==> config.mk <==
export PLATFORM = sky130hd
export DESIGN_NAME = braille_cell_driver
export DESIGN_NICKNAME = d
export VERILOG_FILES = /design/src/rtl/braille_cell_driver.sv
export SDC_FILE = /design/constraint.sdc
export NUM_CORES = 1
export LEC_CHECK = 0
export CAP_MARGIN = 20
export CORE_ASPECT_RATIO = 2
export CORE_MARGIN = 5
export CORE_UTILIZATION = 45
export DETAILED_ROUTE_END_ITERATION = 8
export SLEW_MARGIN = 25
export SYNTH_ARGS = -nofsm -noshare
export SYNTH_HDL_FRONTEND = slang
export SYNTH_SLANG_ARGS = --single-unit
==> constraint.sdc <==
create_clock -name clk -period 3.1 [get_ports clk]
set_input_delay 0.62 -clock clk [delete_from_list [all_inputs] [get_ports clk]]
set_output_delay 0.62 -clock clk [all_outputs]
set_load 0.005 [all_outputs]
==> src/rtl/braille_cell_driver.sv <==
// Queues classified characters and plays each as a 6-dot braille pattern: HOLD_CYC cycles raised, GAP_CYC cycles down.
// First pattern appears one edge after the strobe into an empty idle FIFO; no backpressure, a full FIFO drops and flags.
module braille_cell_driver #(
    parameter int FIFO_DEPTH = 4,
    parameter int HOLD_CYC   = 100000,
    parameter int GAP_CYC    = 20000
) (
    input  logic                          clk,
    input  logic                          reset_n,
    input  logic                          i_valid,
    input  logic [7:0]                    i_alpha,
    output logic [5:0]                    o_dots,
    output logic                          o_busy,
    output logic                          o_done,
    output logic                          o_overflow,
    output logic                          o_bad_char,
    output logic [$clog2(FIFO_DEPTH):0]   o_fifo_cnt
);
    localparam int PW   = $clog2(FIFO_DEPTH);
    localparam int CW   = PW + 1;
    localparam int MAXC = (HOLD_CYC > GAP_CYC) ? HOLD_CYC : GAP_CYC;
    localparam int CTW  = $clog2(MAXC + 1);

    localparam logic [1:0] S_IDLE = 2'd0;
    localparam logic [1:0] S_HOLD = 2'd1;
    localparam logic [1:0] S_GAP  = 2'd2;

    logic [1:0]     state_q, state_d;
    logic [CTW-1:0] ctr_q, ctr_d;
    logic [PW-1:0]  rd_ptr_q, rd_ptr_d;
    logic [PW-1:0]  wr_ptr_q, wr_ptr_d;
    logic [CW-1:0]  cnt_q, cnt_d;
    logic [7:0]     mem_q [FIFO_DEPTH];
    logic [7:0]     mem_d [FIFO_DEPTH];
    logic [5:0]     dots_q, dots_d;
    logic           busy_q, busy_d;
    logic           done_q, done_d;
    logic           overflow_q, overflow_d;
    logic           bad_char_q, bad_char_d;

    logic           pop;
    logic           push;
    logic [7:0]     head;

    always_comb begin
        state_d    = state_q;
        ctr_d      = ctr_q;
        rd_ptr_d   = rd_ptr_q;
        wr_ptr_d   = wr_ptr_q;
        cnt_d      = cnt_q;
        mem_d      = mem_q;
        dots_d     = dots_q;
        bad_char_d = 1'b0;
        head       = mem_q[rd_ptr_q];

        // A full FIFO still takes a new char on the edge where IDLE frees a slot.
        pop  = (state_q == S_IDLE) && (cnt_q != '0);
        push = i_valid && ((cnt_q < CW'(FIFO_DEPTH)) || pop);
        overflow_d = i_valid && !push;

        case (state_q)
            S_IDLE: begin
                dots_d = 6'b000000;
                if (pop) begin
                    state_d = S_HOLD;
                    ctr_d   = '0;
                    case (head)
                        8'h61:   dots_d = 6'b000001;
                        8'h62:   dots_d = 6'b000011;
                        8'h63:   dots_d = 6'b001001;
                        default: begin
                            dots_d     = 6'b000000;
                            bad_char_d = 1'b1;
                        end
                    endcase
                end
            end
            S_HOLD: begin
                if (ctr_q == CTW'(HOLD_CYC - 1)) begin
                    state_d = S_GAP;
                    ctr_d   = '0;
                    dots_d  = 6'b000000;
                end else begin
                    ctr_d = ctr_q + CTW'(1);
                end
            end
            S_GAP: begin
                dots_d = 6'b000000;
                if (ctr_q == CTW'(GAP_CYC - 1)) begin
                    state_d = S_IDLE;
                    ctr_d   = '0;
                end else begin
                    ctr_d = ctr_q + CTW'(1);
                end
            end
            default: begin
                state_d = S_IDLE;
                ctr_d   = '0;
                dots_d  = 6'b000000;
            end
        endcase

        // Registered pulse lands in the cycle the counter sits on the last gap count.
        done_d = (state_d == S_GAP) && (ctr_d == CTW'(GAP_CYC - 1));
        busy_d = (state_d != S_IDLE);

        if (push) begin
            mem_d[wr_ptr_q] = i_alpha;
            wr_ptr_d        = wr_ptr_q + PW'(1);
        end
        if (pop) begin
            rd_ptr_d = rd_ptr_q + PW'(1);
        end
        case ({push, pop})
            2'b10:   cnt_d = cnt_q + CW'(1);
            2'b01:   cnt_d = cnt_q - CW'(1);
            default: cnt_d = cnt_q;
        endcase
    end

    always_ff @(posedge clk or negedge reset_n) begin
        if (!reset_n) begin
            state_q    <= S_IDLE;
            ctr_q      <= '0;
            rd_ptr_q   <= '0;
            wr_ptr_q   <= '0;
            cnt_q      <= '0;
            dots_q     <= '0;
            busy_q     <= 1'b0;
            done_q     <= 1'b0;
            overflow_q <= 1'b0;
            bad_char_q <= 1'b0;
            for (int i = 0; i < FIFO_DEPTH; i++) begin
                mem_q[i] <= '0;
            end
        end else begin
            state_q    <= state_d;
            ctr_q      <= ctr_d;
            rd_ptr_q   <= rd_ptr_d;
            wr_ptr_q   <= wr_ptr_d;
            cnt_q      <= cnt_d;
            dots_q     <= dots_d;
            busy_q     <= busy_d;
            done_q     <= done_d;
            overflow_q <= overflow_d;
            bad_char_q <= bad_char_d;
            mem_q      <= mem_d;
        end
    end

    assign o_dots     = dots_q;
    assign o_busy     = busy_q;
    assign o_done     = done_q;
    assign o_overflow = overflow_q;
    assign o_bad_char = bad_char_q;
    assign o_fifo_cnt = cnt_q;
endmodule

==> reports/qor.yml, run 1 <==
cts:
  clk_pin_slew_worst_paths_ps: 50
  cts_hold_buffers: 0
  post_cts_resized: 0
  cts_tree: "yes"
  cts_setup_buffers: 0
  root_buffer: "clkbuf_16"
  clkLatencyLatePin_ps: 330
  htree_levels: 3
  clockBufferDepth: 2
  clock-sinks: 65
  cts-buffers-inserted: 9
routing:
  via_per_inst: 5.57
  routedWlPerCell_um: 17.8
  drtIter0Drc: 122
  via_count: 2344
  wirelength_mm: 7.47
  drt-pass1-iter-count: 4
  drtAntennaViolNets: 0
  drc: 0
pwr:
  p_leak_nw: 1.61
  p_sw_share_pct: 25.5
  ir_worst_vdd_v: 0.000523
  comb_power_share_pct: 20.6
  pwr-share-seq_pct: 44.1
  p_sw_mw: 0.718
  p_clk_share_pct: 35.3
  p_int_mw: 2.10
  power.total_mw: 2.81
  power-per-cell-area_nw_per_um2: 730
cells_and_area:
  post-route-util_pct: 53.4
  mostFrequentLayoutCells: "dfrtp_1 (65), nand2_1 (36), mux2_2 (32)"
  nets: 342
  areaGrowthSynthToFinish_pct: 17.3
  antenna_cells: 0
  drive_above_1_share_pct: 17.6
  final_common_cell: "dfrtp_1"
sta:
  skew_ps: 5.06
  finalSetupViolations: 0
  post-route-min-period_ps: 2450
  slew_viol_final: 0
  worstMarginPinSlew_ps: 771
  hold_viol: 0
  finalSetupTns_ps: 0
  fmax_ghz: 0.408
  rsz0062_at_grt: "no"
  fin_crit_sh_pct: 79.1
  slew_headroom_pct: 48.6
flow_run:
  cap_violations: 0
synth:
  synthDistinctLibCells: 54
  synth_area_per_cell_um2: 10.8
  synthesis.area_um2: 3280
  synthArstFlopShare_pct: 100
  yosysWarnings: 0
  synth_edf_count: 0
  yosys_most_used_dff: "dfrtp_1"
  synth_cells: 304
  ys_seq_area_share_pct: 49.5
  ys_ff_latch: 65
critical_path:
  cp-end-kind: "flip-flop"
  cp.arrival_ps: 2720
  r2r_end: "o_done"
  criticalPathCategory: "flip-flop to flip-flop"
  path_max_fanout: 10
  crit_chain: "or4b_4 -> nor3_4 -> a21boi_2 -> nor2_2 -> a31oi_1 -> o21ai_0 -> and4_1"
  crit_slowest_cell: "or4b_4"
  startpoint_type: "flip-flop"
  rr_worst_depth: 7
  required_ps: 3370
  rrSetupSlack_ps: 650
  r2r_start: "ctr_q[6]"
  cpPeakStageDelay_ps: 580
global_routing:
  track_usage_pct: 18.3
  grt_pass1_wl_mm: 12.7
  grt-ovfl-total: 0
  antenna_found_initial: 0
  grt_pass1_vias: 2530
  grt_max_degree: 36
floorplanning:
  die_w_um: 70.4
  die_area_um2: 9210
  start_util_pct: 45.5
  pin_count: 24
  fp.dieH_um: 131
  row_count: 44
  core_um2: 7210
place:
  place_congestion: 0.864
  io_buffers: 20
  dpl.hpwl_mm: 5.67
run_status:
  status: "completed"
min_path:
  min_path_type: "primary input to asynchronous set/reset pin"
==> critical path: cells and delay by family (launching register included) <==
kind,cells,cell delay (ps)
compound gates,3,590
flops,1,460
simple gates,4,1320
==> state kept, by name, indices dropped and copies added, names as in the netlist <==
register and cells:
ctr_q 17, mem_q 32, o_bad_char 1, o_busy 1, o_done 1, o_dots 3, o_fifo_cnt 3, o_overflow 1
rd_ptr_q 2, state_q 2, wr_ptr_q 2
==> worst max path at each step <==
stage,endpoint,start,slack (ps)
floorplan,o_done,ctr_q[6],900
global placement,o_fifo_cnt[2],i_valid,690
detailed placement,o_fifo_cnt[2],i_valid,640
CTS,o_done,ctr_q[6],700
global route,o_done,ctr_q[0],540
finish,o_done,ctr_q[6],650
==> layout make-up <==
type,instances,area (um2)
fill,638,3360
sequential,65,1630
multi-input combinational,216,1560
clock buffer,13,250
timing repair buffer,23,230
tap,92,115
clock inverter,3,40.0
inverter,9,33.8
==> cells by family after synthesis <==
kind of cell	share of synthesized area (%)
buffers and inverters	3.32
multiplexers	12.7
flip-flops	49.5
XOR/XNOR	3.47
AND/OR/NAND/NOR	17.9
adder cells (fa/ha/maj)	2.90
other	0.114
AO/OA/AOI/OAI	10.1
==> metrics by stage <==
step | cell area (um2) | setup slack [ps] | std cells | hold WS (ps)
after global routing | 3850 | 543 | 421 | 417
after floorplan | 3290 | 898 | 306 | 324
after detailed placement | 3560 | 636 | 405 | 484
after CTS | 3850 | 699 | 421 | 383
after global placement | 3560 | 693 | 405 | 479
final | 3850 | 647 | 421 | 356
==> synthesized netlist by cell type (4+ instances only) <==
library cell / number / area [um2]
nand4_1: 4 / 25.0
o31ai_1: 4 / 30.0
nand2_1: 36 / 135
inv_1: 9 / 33.8
ha_1: 6 / 75.1
and4_1: 5 / 43.8
nand3_1: 9 / 45.0
o21ai_1: 14 / 70.1
and2_1: 6 / 37.5
o21ai_0: 13 / 65.1
dfrtp_1: 65 / 1630
xor2_1: 6 / 52.6
and3_1: 5 / 31.3
clkbuf_1: 9 / 33.8
nor2_1: 14 / 52.6
mux2_2: 32 / 360
xnor2_1: 7 / 61.3
==> metal layers <==
metal	vias to the layer above	GRT usage, %	part of all wire [%]	routed length (um)
met5	-	0	0	0
met4	0	10.0	4.1	310
met3	21	3.60	2.7	204
met2	52	35.2	59	4400
met1	1151	17.9	34	2560
li1	1120	-	-	-
==> power by group through the flow <==
| stage | Sequential, mW | Combinational (mW) | Clock, mW |
|---|---|---|---|
| finish | 1.24 | 0.580 | 0.993 |
| global route | 1.28 | 0.659 | 1.06 |
| CTS | 1.24 | 0.595 | 1.01 |
| detailed placement | 1.26 | 0.592 | 0 |
| global placement | 1.25 | 0.572 | 0 |
| floorplan | 1.21 | 0.429 | 0 |
(Power assumes the default switching activity.)
==> inputs of run 2 (changes only) <==
==> constraint.sdc (replaced) <==
create_clock -name clk -period 2.3 [get_ports clk]
set_input_delay 0.46 -clock clk [delete_from_list [all_inputs] [get_ports clk]]
set_output_delay 0.46 -clock clk [all_outputs]
set_load 0.005 [all_outputs]
==> reports/qor.yml, run 2 (synthesized netlist as in run 1, its figures left out) <==
floorplanning:
  pin_count: 24
  die_area_um2: 9210
  die_w_um: 70.4
  fp.dieH_um: 131
  row_count: 44
  start_util_pct: 45.5
  core_um2: 7210
cells_and_area:
  fillCellCount: 620
  register_area_um2: 1630
  mostFrequentLayoutCells: "dfrtp_1 (65), nand2_1 (36), mux2_2 (32)"
  drive_above_1_share_pct: 21.4
  final_common_cell: "dfrtp_1"
  areaGrowthSynthToFinish_pct: 20.2
  antenna_cells: 0
  final_area_um2: 3950
  nets: 354
  top_register: "mem_q"
  multi_input_comb_area_um2: 1560
  reg_top3: "mem_q x32, ctr_q x17"
  largest_reg_flops: 32
  post-route-util_pct: 54.7
critical_path:
  startpoint_type: "flip-flop"
  rrSetupSlack_ps: 110
  r2r_end: "o_done"
  r2r_start: "ctr_q[10]"
  worstSetupEndpoint: "o_done"
  critPathLaunch: "ctr_q[10]"
  cp.arrival_ps: 2460
  rr_worst_depth: 7
  criticalPathCategory: "flip-flop to flip-flop"
  required_ps: 2570
  path_max_fanout: 9
  cp-end-kind: "flip-flop"
routing:
  wirelength_mm: 7.77
  via_count: 2455
  via_per_inst: 5.67
  drtIter0Drc: 114
  drc: 0
  drt-pass1-iter-count: 4
  drtAntennaViolNets: 0
  routedWlPerCell_um: 17.9
place:
  dpl_cell_area_um2: 3650
  place_congestion: 0.898
  io_buffers: 20
  dpl.hpwl_mm: 5.78
cts:
  clockBufferDepth: 2
  clk_pin_slew_worst_paths_ps: 50
  clkLatencyLatePin_ps: 330
  clock-sinks: 65
  cts-buffers-inserted: 9
  cts_hold_buffers: 0
  cts_tree: "yes"
  htree_levels: 3
  root_buffer: "clkbuf_16"
pwr:
  ir_worst_vdd_v: 0.000847
  p_leak_nw: 1.67
  power-per-cell-area_nw_per_um2: 957
  power.total_mw: 3.78
sta:
  post-route-min-period_ps: 2190
  worstMarginPinSlew_ps: 580
  skew_ps: 4.04
  hold_viol: 0
  fin_crit_sh_pct: 95.2
  rsz0062_at_grt: "yes"
  slew_headroom_pct: 60.8
  slew_viol_final: 0
  finalSetupViolations: 0
  fmax_ghz: 0.457
global_routing:
  grt_max_degree: 66
  track_usage_pct: 18.8
  antenna_found_initial: 0
  grt-ovfl-total: 0
  grt_pass1_vias: 2652
  grt_pass1_wl_mm: 12.8
flow_run:
  cap_violations: 0
min_path:
  min_path_type: "primary input to asynchronous set/reset pin"
run_status:
  status: "completed"
[run 2: cell types whose count changed in the layout (fill, tap and decap cells not counted), sizes merged]
cell,change
clkbuf,+1
buf,+12
bufinv,-1
[run 2: metal layers]
layer	share of wire, %	GRT usage [%]	up-vias
met3	4.0	4.82	43
li1	-	-	1155
met1	32	16.4	1186
met2	57	34.5	71
met5	0	0	-
met4	7.3	16.6	0
[run 2: final cells by class]
type,count,share of cell area (%)
clock buffer,14,7.19
clock inverter,2,0.254
inverter,9,0.856
multi-input combinational,216,39.5
sequential,65,41.2
tap,92,2.92
timing repair buffer,35,8.11
[run 2: critical path, cell delays in order, from the launching register on]
cell      delay, ps
dfrtp_1         480
and2_1          270
and4_1          230
a21oi_2         350
o21ai_1         120
o211ai_1        260
and3b_1         240
and4_1          190
[run 2: where the power goes]
group          total (mW)  leakage (nW)  internal (mW)  switching (mW)
registers            1.68         0.807           1.49           0.194
logic               0.791         0.716          0.485           0.306
clock network        1.31         0.149          0.843           0.464
total                3.78          1.67           2.81           0.964
[run 2: repair_timing]
action | in CTS | in global routing
endpoints found under the setup margin | 0 | 7
setup buffers | 0 | 0
resized for setup | 0 | 1
[run 2: worst min-delay path by stage]
stage | end | cells past startpoint | start
after global placement | mem_q[7] | 1 | mem_q[7]
after CTS | ctr_q[12] | 2 | reset_n
final | ctr_q[9] | 2 | reset_n
after detailed placement | mem_q[7] | 1 | mem_q[7]
after floorplan | ctr_q[0] | 0 | reset_n
after global routing | ctr_q[9] | 2 | reset_n
[run 2: metrics by stage]
stage | hold WS, ps | cells | setup WS [ps] | TNS (ps)
6_report | 138 | 433 | 111 | 0
5_1_grt | 172 | 433 | -17.7 | -32.6
4_1_cts | 152 | 433 | 107 | 0
3_5_place_dp | 485 | 417 | 121 | 0
3_3_place_gp | 481 | 417 | 134 | 0
2_1_floorplan | 164 | 306 | 98.3 | 0
